$ cat config.mk
export PLATFORM = sky130hd
export DESIGN_NAME = tpg_multi
export DESIGN_NICKNAME = d
export VERILOG_FILES = /design/src/rtl/tpg_multi.sv
export SDC_FILE = /design/constraint.sdc
export NUM_CORES = 1
export LEC_CHECK = 0
export ABC_AREA = 1
export CAP_MARGIN = 0
export CORE_MARGIN = 10
export CORE_UTILIZATION = 50
export CTS_BUF_LIST = sky130_fd_sc_hd__clkbuf_16
export CTS_CLUSTER_SIZE = 12
export DETAILED_ROUTE_END_ITERATION = 7
export DONT_BUFFER_PORTS = 1
export GPL_TIMING_DRIVEN = 1
export PLACE_DENSITY_LB_ADDON = 0.08
export SYNTH_ARGS = -nofsm -noshare
export SYNTH_HDL_FRONTEND = slang
export SYNTH_SLANG_ARGS = --single-unit
$ cat constraint.sdc
create_clock -name I_pxl_clk -period 6.05 [get_ports I_pxl_clk]
set_clock_uncertainty 0.1 [all_clocks]
set_input_delay 0.605 -clock I_pxl_clk [delete_from_list [all_inputs] [get_ports I_pxl_clk]]
set_output_delay 0.605 -clock I_pxl_clk [all_outputs]
set_load 0.02 [all_outputs]
$ cat src/rtl/tpg_multi.sv
// tpg_multi: programmable-timing video test pattern generator with frame-end shadowed timing.
// Six patterns (bars, grid, ramp, solid, checker, moving box); all video outputs share 1-cycle latency.
module tpg_multi #(
    parameter int CW       = 12,
    parameter int DW       = 8,
    parameter int FW       = 16,
    parameter int CHK_LOG2 = 5,
    parameter int BOX      = 64
) (
    input  logic          I_pxl_clk,
    input  logic          I_rst_n,
    input  logic [2:0]    I_mode,
    input  logic [DW-1:0] I_single_r,
    input  logic [DW-1:0] I_single_g,
    input  logic [DW-1:0] I_single_b,
    input  logic [CW-1:0] I_h_total,
    input  logic [CW-1:0] I_h_sync,
    input  logic [CW-1:0] I_h_bporch,
    input  logic [CW-1:0] I_h_res,
    input  logic [CW-1:0] I_v_total,
    input  logic [CW-1:0] I_v_sync,
    input  logic [CW-1:0] I_v_bporch,
    input  logic [CW-1:0] I_v_res,
    input  logic          I_hs_pol,
    input  logic          I_vs_pol,
    output logic          O_de,
    output logic          O_hs,
    output logic          O_vs,
    output logic [DW-1:0] O_data_r,
    output logic [DW-1:0] O_data_g,
    output logic [DW-1:0] O_data_b,
    output logic [CW-1:0] O_h_cnt,
    output logic [CW-1:0] O_v_cnt,
    output logic [FW-1:0] O_frame
);
    localparam logic [CW-1:0] ONE = CW'(1);
    logic [CW-1:0] h_total_q, h_sync_q, h_bporch_q, h_res_q;
    logic [CW-1:0] v_total_q, v_sync_q, v_bporch_q, v_res_q;
    logic          hs_pol_q, vs_pol_q;
    logic [2:0]    mode_q;
    logic [CW-1:0] h_cnt_q, h_cnt_d, v_cnt_q, v_cnt_d, bx_q, bx_d, by_q, by_d;
    logic [CW-1:0] bar_pos_q, bar_pos_d;
    logic [2:0]    bar_idx_q, bar_idx_d, bi;
    logic [FW-1:0] frame_q;
    logic          de_q, hs_q, vs_q;
    logic [3*DW-1:0] rgb_q, rgb_d, pix, bar_rgb;
    logic          valid, h_wrap, frame_end, load_shadow, load_mode;
    logic          de, hs_act, vs_act, grid_on, in_box, bar_last;
    logic [CW:0]   h_a, v_a, bx_end, by_end;
    logic [CW+1:0] h_end, v_end;
    logic [CW-1:0] x, y, bw;

    always_comb begin
        valid       = (h_total_q != '0) && (v_total_q != '0);
        h_wrap      = valid && (h_cnt_q == h_total_q - ONE);
        frame_end   = h_wrap && (v_cnt_q == v_total_q - ONE);
        load_shadow = !I_rst_n || frame_end || !valid;
        load_mode   = !I_rst_n || h_wrap || !valid;
        h_cnt_d     = (!valid || h_wrap) ? '0 : h_cnt_q + ONE;
        v_cnt_d     = (!valid || frame_end) ? '0 : h_wrap ? v_cnt_q + ONE : v_cnt_q;
        h_a         = {1'b0, h_sync_q} + {1'b0, h_bporch_q};
        v_a         = {1'b0, v_sync_q} + {1'b0, v_bporch_q};
        h_end       = {1'b0, h_a} + {2'b0, h_res_q};
        v_end       = {1'b0, v_a} + {2'b0, v_res_q};
        de          = valid && ({1'b0, h_cnt_q} >= h_a) && ({2'b0, h_cnt_q} < h_end)
                            && ({1'b0, v_cnt_q} >= v_a) && ({2'b0, v_cnt_q} < v_end);
        hs_act      = h_cnt_q < h_sync_q;
        vs_act      = v_cnt_q < v_sync_q;
        x           = h_cnt_q - h_a[CW-1:0];
        y           = v_cnt_q - v_a[CW-1:0];
        // Bars advance with a per-bar pixel counter instead of dividing x by the bar width
        bw          = h_res_q >> 3;
        bar_last    = bar_pos_q == bw - ONE;
        bar_pos_d   = (!de || h_wrap || bar_last) ? '0 : bar_pos_q + ONE;
        bar_idx_d   = (!de || h_wrap) ? 3'd0 : (bar_last && bar_idx_q != 3'd7) ? bar_idx_q + 3'd1 : bar_idx_q;
        bi          = (bw == '0) ? 3'd0 : bar_idx_q;
        bar_rgb     = {{DW{~bi[1]}}, {DW{~bi[2]}}, {DW{~bi[0]}}};
        grid_on     = (x[4:0] == 5'd0) || (y[4:0] == 5'd0) || (x == h_res_q - ONE) || (y == v_res_q - ONE);
        bx_end      = {1'b0, bx_q} + (CW+1)'(BOX);
        by_end      = {1'b0, by_q} + (CW+1)'(BOX);
        in_box      = ({1'b0, x} >= {1'b0, bx_q}) && ({1'b0, x} < bx_end)
                   && ({1'b0, y} >= {1'b0, by_q}) && ({1'b0, y} < by_end);
        bx_d        = !frame_end ? bx_q : ({1'b0, bx_q} + (CW+1)'(1) >= {1'b0, h_res_q}) ? '0 : bx_q + ONE;
        by_d        = !frame_end ? by_q : ({1'b0, by_q} + (CW+1)'(1) >= {1'b0, v_res_q}) ? '0 : by_q + ONE;
        pix         = (mode_q == 3'd0) ? bar_rgb :
                      (mode_q == 3'd1) ? {3*DW{grid_on}} :
                      (mode_q == 3'd2) ? {3{x[DW-1:0]}} :
                      (mode_q == 3'd3) ? {I_single_r, I_single_g, I_single_b} :
                      (mode_q == 3'd4) ? {3*DW{x[CHK_LOG2] ^ y[CHK_LOG2]}} :
                      (mode_q == 3'd5) ? (in_box ? {3*DW{1'b1}} : {{2*DW{1'b0}}, {DW{1'b1}}}) : '0;
        rgb_d       = de ? pix : '0;
    end

    // Shadow timing and mode register: no reset value, they load from the inputs instead
    always_ff @(posedge I_pxl_clk) begin
        if (load_shadow) begin
            h_total_q  <= I_h_total;
            h_sync_q   <= I_h_sync;
            h_bporch_q <= I_h_bporch;
            h_res_q    <= I_h_res;
            v_total_q  <= I_v_total;
            v_sync_q   <= I_v_sync;
            v_bporch_q <= I_v_bporch;
            v_res_q    <= I_v_res;
            hs_pol_q   <= I_hs_pol;
            vs_pol_q   <= I_vs_pol;
        end
        if (load_mode) mode_q <= I_mode;
    end

    always_ff @(posedge I_pxl_clk) begin
        if (!I_rst_n) begin
            h_cnt_q   <= '0;
            v_cnt_q   <= '0;
            frame_q   <= '0;
            bx_q      <= '0;
            by_q      <= '0;
            bar_pos_q <= '0;
            bar_idx_q <= '0;
            de_q      <= 1'b0;
            hs_q      <= 1'b0;
            vs_q      <= 1'b0;
            rgb_q     <= '0;
        end else begin
            h_cnt_q   <= h_cnt_d;
            v_cnt_q   <= v_cnt_d;
            frame_q   <= frame_end ? frame_q + FW'(1) : frame_q;
            bx_q      <= bx_d;
            by_q      <= by_d;
            bar_pos_q <= bar_pos_d;
            bar_idx_q <= bar_idx_d;
            de_q      <= de;
            hs_q      <= valid && (hs_act ~^ hs_pol_q);
            vs_q      <= valid && (vs_act ~^ vs_pol_q);
            rgb_q     <= rgb_d;
        end
    end

    assign O_de = de_q;
    assign O_hs = hs_q;
    assign O_vs = vs_q;
    assign {O_data_r, O_data_g, O_data_b} = rgb_q;
    assign O_h_cnt = h_cnt_q;
    assign O_v_cnt = v_cnt_q;
    assign O_frame = frame_q;
endmodule

==> summary.txt <==
Outcome
  – Status: finished clean

Worst setup path
  – R2R Path Start: h_sync_q[0]
  – CP peak stage delay: 0.42 ns
  – Critical setup path kind: flip-flop to flip-flop
  – CP endpoint kind: flip-flop
  – Critical Path AT: 5.65 ns
  – Critical Path Source Type: flip-flop
  – Reg2reg end: rgb_q[9]
  – Worst-path fanout max: 16
  – Critical Path RT: 6.44 ns
  – Crit path top cell by count: nand2_1
  – Critical-path top delay cell: fa_1
  – R2r setup slk: 0.79 ns
  – R2R cell count: 30

Floorplanning
  – Die Span Y: 204 µm
  – Die Wd: 204 µm
  – Cell Rows: 67
  – Starting density of the core: 50.7%
  – Die area: 0.0418 mm²
  – IO Pins: 194
  – Core area: 0.0335 mm²

Worst hold path
  – Hold Path Depth: 0
  – Worst Hold End: h_total_q[2]
  – Worst hold start: I_h_total[2]
  – Hold WC Path Type: input port to flip-flop

Clock network
  – Clock Sinks: 207
  – PostCTS Resize Cnt: 0
  – Inserted Clock Buffers: 26
  – Clk root buf: clkbuf_16
  – # Post-CTS Setup Buffers: 0
  – H-tree depth: 1
  – Clock transition at path regs: 0.06 ns
  – CTS tree: done
  – Worst-Skew Late Latency: 0.57 ns
  – Clock Path Buffers: 3

GRT
  – Tot GR Track Use: 22.1%
  – First-pass GRT wire length: 74.8 mm
  – Number of global-route vias before repair: 14436
  – Maximum number of pins on one net before global-route repair: 64
  – GRT overflow: 0
  – Initial antenna violation count: 4

Yosys
  – Synth Instances: 2339
  – Sequential area share after synthesis: 30.3%
  – Area of the mapped netlist: 0.0170 mm²
  – Syn avg cell area: 7.27 µm²
  – Syn_nets: 2663
  – Post-synth EDFFs: 101
  – Most common flop cell mapped by yosys: dfxtp_1
  – Cell variety after synth: 53
  – Yosys reg bits: 207
  – Ys async rst share: 0%
  – Synth Warn #: 0

Cells and area
  – Nets: 2675
  – Layout Cells excl Fill: 2821
  – Share of layout cells above drive strength 1: 4.13%
  – Most common cell after layout, fill and taps aside: nand2_1
  – Highest-count cells in the layout ignoring fill and taps: 547 x nand2_1, 339 x inv_1, 227 x nor2_1, 191 x ha_1, 189 x nand3_1
  – Fillers: 3253
  – Reg area: 0.00515 mm²
  – Multi-input logic area: 0.0103 mm²
  – Layout area overhead: 8.63%

Place
  – Routability cong.: 0.919
  – Placed cell count: 2763
  – Pre-CTS setup slack: 0.923 ns
  – PortBufs: 0
  – Post-DP HPWL: 37.4 mm

Route
  – Vias post-DR: 15229
  – Initial DRC count: 1042
  – Vias per cell: 5.40
  – DRC: 0
  – DR pass1 iterations: 6
  – Routed Antenna Nets: 0
  – WL/cell: 16.8 µm
  – Total wire length: 47.4 mm

STA
  – Rel. slew slack: 35.6%
  – Max Slew Vio Count: 0
  – Slew @ Worst Pin: 0.966 ns
  – Final period utilization: 86.9%
  – Setup repair after global routing missed its margin: false
  – Fin Hold WS: 0.0333 ns
  – Count of final setup violators: 0
  – Fin Setup TNS: 0 ns
  – Tmin final: 5.26 ns
  – Fmax: 190 MHz
  – Final hold violation count: 0
  – Final Worst Setup Slack: 0.794 ns

Pwr
  – Worst vdd ir: 0.000237 V
  – Power Density: 242 mW/mm²
  – Power Total: 4.47 mW
  – Pleak: 8.77 nW

Flow run
  – MaxCap Viol Count: 0
[metrics by stage]
step	cell area (µm²)	utilization, %
after floorplan	17000	-
final	18500	55.1
after detailed placement	17400	52.0
after global placement	17400	52.0
after global routing	18500	55.1
after CTS	18500	55.1
[cell families (layout without fill, tap and decap cells)]
kind of cell             Yosys count  in the layout  synth area share, %
buffers and inverters            381            413                 8.97
flip-flops                       207            207                 30.3
XOR/XNOR                         149            149                 7.76
adder cells (fa/ha/maj)          197            197                 14.8
AO/OA/AOI/OAI                    259            259                 8.58
other                              0              2                    0
AND/OR/NAND/NOR                 1146           1146                 29.6
[worst max-delay path: cells and delay by family, from the launching register on]
family          cells  cell delay (ns)
simple gates       15             1.77
fa+ha+maj           4             1.30
compound gates      6             1.18
flops               1             0.36
buf+inv             4             0.24
xor+xnor            1             0.24
[synth_stat cells, types with 8 or more instances]
master,instances,share of area (%)
ha_1,191,14
nor2_1,227,5.0
a211oi_1,18,0.79
edfxtp_1,101,18
nand3b_1,9,0.40
buf_6,9,0.60
o21ai_0,35,1.0
dfxtp_1,106,12
nor4_1,8,0.29
a21o_1,10,0.44
nand4_1,85,3.1
clkbuf_1,13,0.29
inv_2,9,0.20
inv_1,336,7.4
nand2_1,548,12
nor3_1,41,1.2
xnor2_1,44,2.3
a21oi_1,154,4.5
xor2_1,103,5.3
nand3_1,189,5.6
[registers in the layout, summed over array words and instances, names as in the netlist, 12 cells and up]
signal,flops
O_frame,16
O_h_cnt,12
O_v_cnt,12
bar_pos_q,12
bx_q,12
by_q,12
h_bporch_q,12
h_res_q,12
h_sync_q,12
h_total_q,12
rgb_q,24
v_bporch_q,12
v_res_q,12
v_sync_q,12
v_total_q,12
[power by group]
part / switching, mW / total (mW) / internal (mW)
sequential: 0.0437 / 1.56 / 1.52
combinational: 0.737 / 1.19 / 0.449
clock: 0.650 / 1.72 / 1.07
[final cells by class]
type	instances	area share, %
multi-input cells	1751	55.9
clock inverters	19	1.21
repair buffers	19	0.948
clock buffers	29	3.93
diodes	2	0.0271
well taps	448	3.03
flip-flops and latches	207	27.9
inverters	346	7.03
[what timing repair did]
| action | CTS | global route |
|---|---|---|
| hold endpoints to repair | 8 | 0 |
| hold buffers | 8 | 0 |
| setup endpoints to repair | 0 | 0 |
[layer usage]
metal	part of all wire [%]	vias up	global-route usage, %
met5	0.015	-	0
met4	2.1	2	5.47
met3	6.8	57	4.88
met2	44	387	35.3
met1	47	7001	29.8
li1	-	7782	-
[worst max-delay path by stage]
stage | from | end | cells after the start
2_1_floorplan | v_sync_q[0] | rgb_q[13] | 33
3_3_place_gp | h_sync_q[0] | rgb_q[12] | 30
3_5_place_dp | h_sync_q[0] | rgb_q[9] | 30
4_1_cts | h_sync_q[0] | rgb_q[9] | 30
5_1_grt | h_sync_q[0] | rgb_q[10] | 31
6_report | h_sync_q[0] | rgb_q[9] | 30
No activity file was read; power rests on OpenSTA's default activity.
